**src/rtl/vdfsm_pkg.sv**
```systemverilog
// Shared types and constants for the vdfsm speed-control FSM.
// The optional overspeed output is enabled by defining VDFSM_OVERSPEED_EN.
package vdfsm_pkg;

  localparam int SPEED_W = 4;

  typedef enum logic [1:0] {
    STOP   = 2'd0,
    ACCEL  = 2'd1,
    CRUISE = 2'd2,
    DECEL  = 2'd3
  } state_e;

  localparam logic [1:0] CMD_HOLD  = 2'b00;
  localparam logic [1:0] CMD_ACC   = 2'b01;
  localparam logic [1:0] CMD_DEC   = 2'b10;
  localparam logic [1:0] CMD_ESTOP = 2'b11;

endpackage

```
**src/rtl/vdfsm_sat_step.sv**
```systemverilog
// Combinational saturating step: up clamps at max_i, down clamps at zero.
// changed_o flags whether the result differs from the current speed.
module vdfsm_sat_step
  import vdfsm_pkg::*;
(
  input  logic [SPEED_W-1:0] speed_i,
  input  logic [SPEED_W-1:0] step_i,
  input  logic [SPEED_W-1:0] max_i,
  input  logic               up_i,
  output logic [SPEED_W-1:0] next_o,
  output logic               changed_o
);

  logic [SPEED_W:0] sum;

  // One extra bit keeps the sum from wrapping before it is clamped.
  assign sum = {1'b0, speed_i} + {1'b0, step_i};

  always_comb begin
    if (up_i) begin
      next_o = (sum > {1'b0, max_i}) ? max_i : sum[SPEED_W-1:0];
    end else begin
      next_o = (speed_i >= step_i) ? (speed_i - step_i) : '0;
    end
    changed_o = (next_o != speed_i);
  end

endmodule

```
**src/rtl/vdfsm.sv**
```systemverilog
// Vehicle speed-control FSM: lever command raises, lowers, holds or clears speed.
// Define VDFSM_OVERSPEED_EN to add the registered overspeed output.
module vdfsm
  import vdfsm_pkg::*;
#(
  parameter logic [SPEED_W-1:0] MAX_SPEED  = 4'd12,
  parameter logic [SPEED_W-1:0] STEP       = 4'd1
`ifdef VDFSM_OVERSPEED_EN
  ,
  parameter logic [SPEED_W-1:0] WARN_LEVEL = 4'd10
`endif
) (
  input  logic               clk,
  input  logic               reset,
  input  logic [1:0]         LR,
  output logic [SPEED_W-1:0] speed
`ifdef VDFSM_OVERSPEED_EN
  ,
  output logic               overspeed
`endif
);

  state_e             state_q, state_d;
  logic [SPEED_W-1:0] speed_q, speed_d;
  logic [SPEED_W-1:0] step_next;
  logic               step_changed;

  vdfsm_sat_step u_sat_step (
    .speed_i   (speed_q),
    .step_i    (STEP),
    .max_i     (MAX_SPEED),
    .up_i      (LR == CMD_ACC),
    .next_o    (step_next),
    .changed_o (step_changed)
  );

  // NOTE: sequential state uses non-blocking assignments so every register
  // samples the pre-edge values, independent of statement order.
  always_ff @(posedge clk) begin
    if (!reset) begin
      state_q <= STOP;
      speed_q <= '0;
    end else begin
      state_q <= state_d;
      speed_q <= speed_d;
    end
  end

  // NOTE: defaults first so every path assigns every output and no latch is inferred.
  always_comb begin
    state_d = state_q;
    speed_d = speed_q;
    case (LR)
      CMD_ACC: begin
        speed_d = step_next;
        state_d = step_changed ? ACCEL : CRUISE;
      end
      CMD_DEC: begin
        speed_d = step_next;
        state_d = (step_next == '0) ? STOP : DECEL;
      end
      CMD_ESTOP: begin
        speed_d = '0;
        state_d = STOP;
      end
      default: begin
        // Hold, and any unknown command, leaves speed alone.
        speed_d = speed_q;
        state_d = (speed_q == '0) ? STOP : CRUISE;
      end
    endcase
  end

`ifdef VDFSM_OVERSPEED_EN
  logic overspeed_q;

  always_ff @(posedge clk) begin
    if (!reset) begin
      overspeed_q <= 1'b0;
    end else begin
      overspeed_q <= (speed_d >= WARN_LEVEL);
    end
  end
`endif

  always_comb begin
    speed = speed_q;
`ifdef VDFSM_OVERSPEED_EN
    overspeed = overspeed_q;
`endif
  end

endmodule

```
**config.mk**
```make
export PLATFORM = sky130hd
export DESIGN_NAME = vdfsm
export DESIGN_NICKNAME = d
export VERILOG_FILES = /design/src/rtl/vdfsm_pkg.sv /design/src/rtl/vdfsm_sat_step.sv /design/src/rtl/vdfsm.sv
export SDC_FILE = /design/constraint.sdc
export NUM_CORES = 1
export LEC_CHECK = 0
export BUFFER_PORTS_ARGS = -buffer_cell sky130_fd_sc_hd__clkbuf_2
export CAP_MARGIN = 5
export CORE_AREA = 2 2 39 41
export CTS_CLUSTER_DIAMETER = 40
export CTS_CLUSTER_SIZE = 30
export DETAILED_ROUTE_END_ITERATION = 10
export DIE_AREA = 0 0 41 43
export GPL_TIMING_DRIVEN = 0
export MAX_ROUTING_LAYER = met4
export PLACE_DENSITY = 0.51
export SLEW_MARGIN = 10
export SYNTH_ARGS = -nofsm -noshare
export SYNTH_HDL_FRONTEND = slang
export SYNTH_SLANG_ARGS = --single-unit
```
**constraint.sdc**
```tcl
create_clock -name clk -period 3.7 [get_ports clk]
set_input_delay 0 -clock clk [delete_from_list [all_inputs] [get_ports clk]]
set_output_delay 0 -clock clk [all_outputs]
set_load 0.02 [all_outputs]
```
======== After elaboration in Yosys (flattened, before gate mapping) ========
Cells that the tools add are included.
W data, S select, Z words.
word-level totals
  logic and storage cells ................. 14
  register bits after elaboration ......... 4
cells by class
  reduce and logical (&&, ||, !) cells .... 2
  muxes and demuxes ....................... 4
  $lt $le $gt $ge ......................... 2
  equality and inequality tests ........... 3
  add/sub/neg operators ................... 2
operators by type and width
  kind                   count
  $mux W4                3
  $pmux W4 S2            1
  $add A4 B1 Y5 const B  1
  $gt A5 B4 Y1 const B   1
  $eq A2 B2 Y1 const B   2
  $ge A4 B1 Y1 const B   1
  $sub A4 B1 Y4 const B  1
  $eq A2 B1 Y1 const B   1
  $reduce_bool A2 Y1     1
  $reduce_or A2 Y1       1

======== Depth between registers and ports, before layout ========
  word-level depth ........................ 5
  depth in mapped cells ................... 6
  mapped depth without buffers ............ 6

======== Cells and area by module ========
From an unflattened synthesis, not the netlist that was laid out.
second synthesis, totals
  cell total of the unflattened synthesis .. 104
  area, all modules ....................... 894.6 µm²
by module, submodules not included
  module          area each (µm²)  cells each  sequential area each (µm²)  times used
  vdfsm_sat_step  663.1            79          0.0                         1
  vdfsm           231.5            25          80.1                        1

======== Least setup slack after synthesis ========
Ideal clock, no wire load.
  path kind ............................... reg2reg
  start ................................... reg speed_q[1] (netlist: speed[1])
  end ..................................... reg speed_q[0] (netlist: speed[0])
  clock period less this slack ............ 1.858 ns
  slack ................................... 1.842 ns
  required time ........................... 3.578 ns
  arrival ................................. 1.736 ns
  stages on the path, launching flop included .. 6
  cell sequence ........................... dfxtp_1 inv_1 ha_1 or4b_4 and3b_1 o311a_1
on the way
  longest elaborated chain between the ends .. 5
  elaborated cells on any way between the ends .. 7
  classes of those cells .................. add/sub: 1; order compare: 2; mux: 4
RTL lines
  item                      RTL line              text
  start: declaration        vdfsm.sv:24           logic [SPEED_W-1:0] speed_q, speed_d;
  start signal: assignment  vdfsm.sv:45           speed_q <= speed_d;
  $add A4 B1 Y5             vdfsm_sat_step.sv:17  assign sum = {1'b0, speed_i} + {1'b0, step_i};
  $gt A5 B4 Y1              vdfsm_sat_step.sv:21  next_o = (sum > {1'b0, max_i}) ? max_i : sum[SPEED_W-1:0];
  $mux W4                   vdfsm_sat_step.sv:21
  $mux W4 *                 vdfsm_sat_step.sv:20  if (up_i) begin
  $pmux W4 S2 *             vdfsm.sv:53           case (LR)
Every way passes the cells marked *; elsewhere a longest branch is shown, timed or not.
A chain may end at the register's enable or synchronous reset.

======== Worst setup path in the final report ========
Ends and elaborated chain as after synthesis.

==> flow_summary.toml <==
[run_status]
outcome = "finished clean"

[place]
dp.cells = 70
hpwl_um = 655
gp_congestion = 0.818
place_area_um2 = 442
port_buffers = 6

[global_route]
grt_start_max_net_pins = 11
grt_use_total_pct = 13.2
grt_overflow = 0
grt_pass1_wl_um = 1530
grt_pass1_vias = 396
antenna_found_initial = 0

[final_layout]
final_nets = 67
final_cells = 73
layout-drive-gt1-share_pct = 21.1
largest_reg_flops = 4
antenna_cells = 0
syn2layout_area_growth_pct = 18.5
utilization_pct = 33.5
fin_area_um2 = 464

[yosys]
synthTopCellsByCount = "5 x inv_1, 4 x dfxtp_1, 4 x ha_1"
yosys_warnings = 0
synthTopCellsByArea = "dfxtp_1 20%, ha_1 13%, nor3b_1 5.8%"
synthCells = 48
synth_flop_cell = "dfxtp_1"
synth_edf_count = 0
syn_avg_cell_area_um2 = 8.16
synth_top_cell_area_share_pct = 20.4
synth_area_um2 = 392
ys_async_sr_fraction_pct = 0
yosysMostFrequentCell = "inv_1"
synth_top_area_cell = "dfxtp_1"
synth-seq-cells = 4
yosysUniqueCellTypes = 28
synth_nets = 56
ys_seq_area_share_pct = 20.4

[timing]
setup_violations = 0
worst_pin_slew_ns = 0.517
max_clock_freq_mhz = 555
fin_worst_skew_ns = 0.00138
timing.final.crit_period_ns = 1.80
maxSlewViolCount = 0
finalCritPeriodShare_pct = 48.7
max_slew_margin_pct = 65.1
hold_viol = 0
fin_setup_tns_ns = 0
rsz0062_at_grt = "false"

[floorplan]
rows = 14
dieArea_um2 = 1760
die_y_um = 43
core_um2 = 1380
initial_core_util_pct = 28.3
pin_count = 8
fp.dieW_um = 41

[flow_run]
drv_cap = 0

[pwr]
peakVddDrop_mv = 0.162
powerDensity_nw_per_um2 = 339
p_leak_uw = 0.000201

[clock_tree]
path_clk_slew_ns = 0.03
cts_max_level = 1
root_buffer = "clkbuf_4"
holdBufCountCts = 0
cts_resized = 0
insertion_delay_ns = 0.23
numCtsBuffers = 3
cts_tree = "yes"
cts_setup_buffers = 0
cts.sinks = 4
max-clock-path-buffers = 2

[worst_setup_path]
start_kind = "register"
cp_data_required_time_ns = 3.81
cp-end-kind = "register"
critical_path_class = "register to register"
worstPathArrival_ns = 1.92
critPathMaxFanout = 6

[route]
wire_per_inst_um = 11.7
dr.pass1.iters = 4
num_vias = 404
drt-initial-drc-count = 4
ant_nets = 0
drcViolationCount = 0
via_per_inst = 5.53
totalWireLength_um = 857

[hold_path]
hp-class = "input port to register"
[metal layers]
metal,vias to the layer above,track usage (%),share of wire [%]
li1,206,-,-
met1,188,15.2,45
met2,8,17.8,52
met3,2,3.14,0.93
met4,0,12.0,2.5
met5,-,-,0
[cells by family after synthesis]
family                     count (synthesis)  synth area share, %
AOI/OAI and AO/OA                         13                 25.2
buffers and inverters                      8                 9.90
and+or+nand+nor                           19                 31.6
DFF                                        4                 20.4
adders and majority gates                  4                 12.8
[stage by stage]
step | power, uW | hold slack, ns | setup slack, ns
2_1_floorplan | 91.9 | 0.128 | 1.84
3_3_place_gp | 106 | 0.283 | 1.89
3_5_place_dp | 106 | 0.286 | 1.90
4_1_cts | 161 | 0.0393 | 1.89
5_1_grt | 168 | 0.0553 | 1.80
6_report | 158 | 0.0550 | 1.90
[power by group]
part	switching, uW	internal, uW	leakage, uW
registers	5.46	47.3	0.0000328
clock network	15.3	36.1	0.0000138
logic	29.8	23.7	0.000155
[worst max-delay path, stage by stage, from the launching register on]
cell,delay [ns]
dfxtp_1,0.41
inv_1,0.12
ha_1,0.19
or4b_4,0.48
and3b_1,0.21
o311a_1,0.28
[worst paths after layout]
kind | end | depth (start not counted) | start | slack, ns
hold / removal | speed[0] | 2 | reset | 0.05
setup / recovery | speed[0] | 5 | speed[1] | 1.90
hold reg to reg | speed[0] | 2 | speed[0] | 0.69
setup reg to reg | speed[0] | 5 | speed[1] | 1.90
[cell usage in the layout (no fill, tap or decap), types with 2 or more instances in the layout]
cell and n:
clkbuf_2 6, inv_1 5, ha_1 4, dfxtp_1 4, nor3_1 3, nor3b_1 3, clkbuf_4 3, nand2b_1 2
nor2_1 2, o31a_1 2, and3b_1 2, o21ai_0 2, o22ai_1 2
[cell type report]
| type | instances | area (um2) |
|---|---|---|
| buffer | 3 | 20.0 |
| clock buffer | 3 | 22.5 |
| fill | 149 | 920 |
| inverter | 5 | 18.8 |
| multi-input combinational | 36 | 273 |
| sequential | 4 | 80.1 |
| tap | 16 | 20.0 |
| timing repair buffer | 6 | 30.0 |
Power figures use the tool's default switching activity.
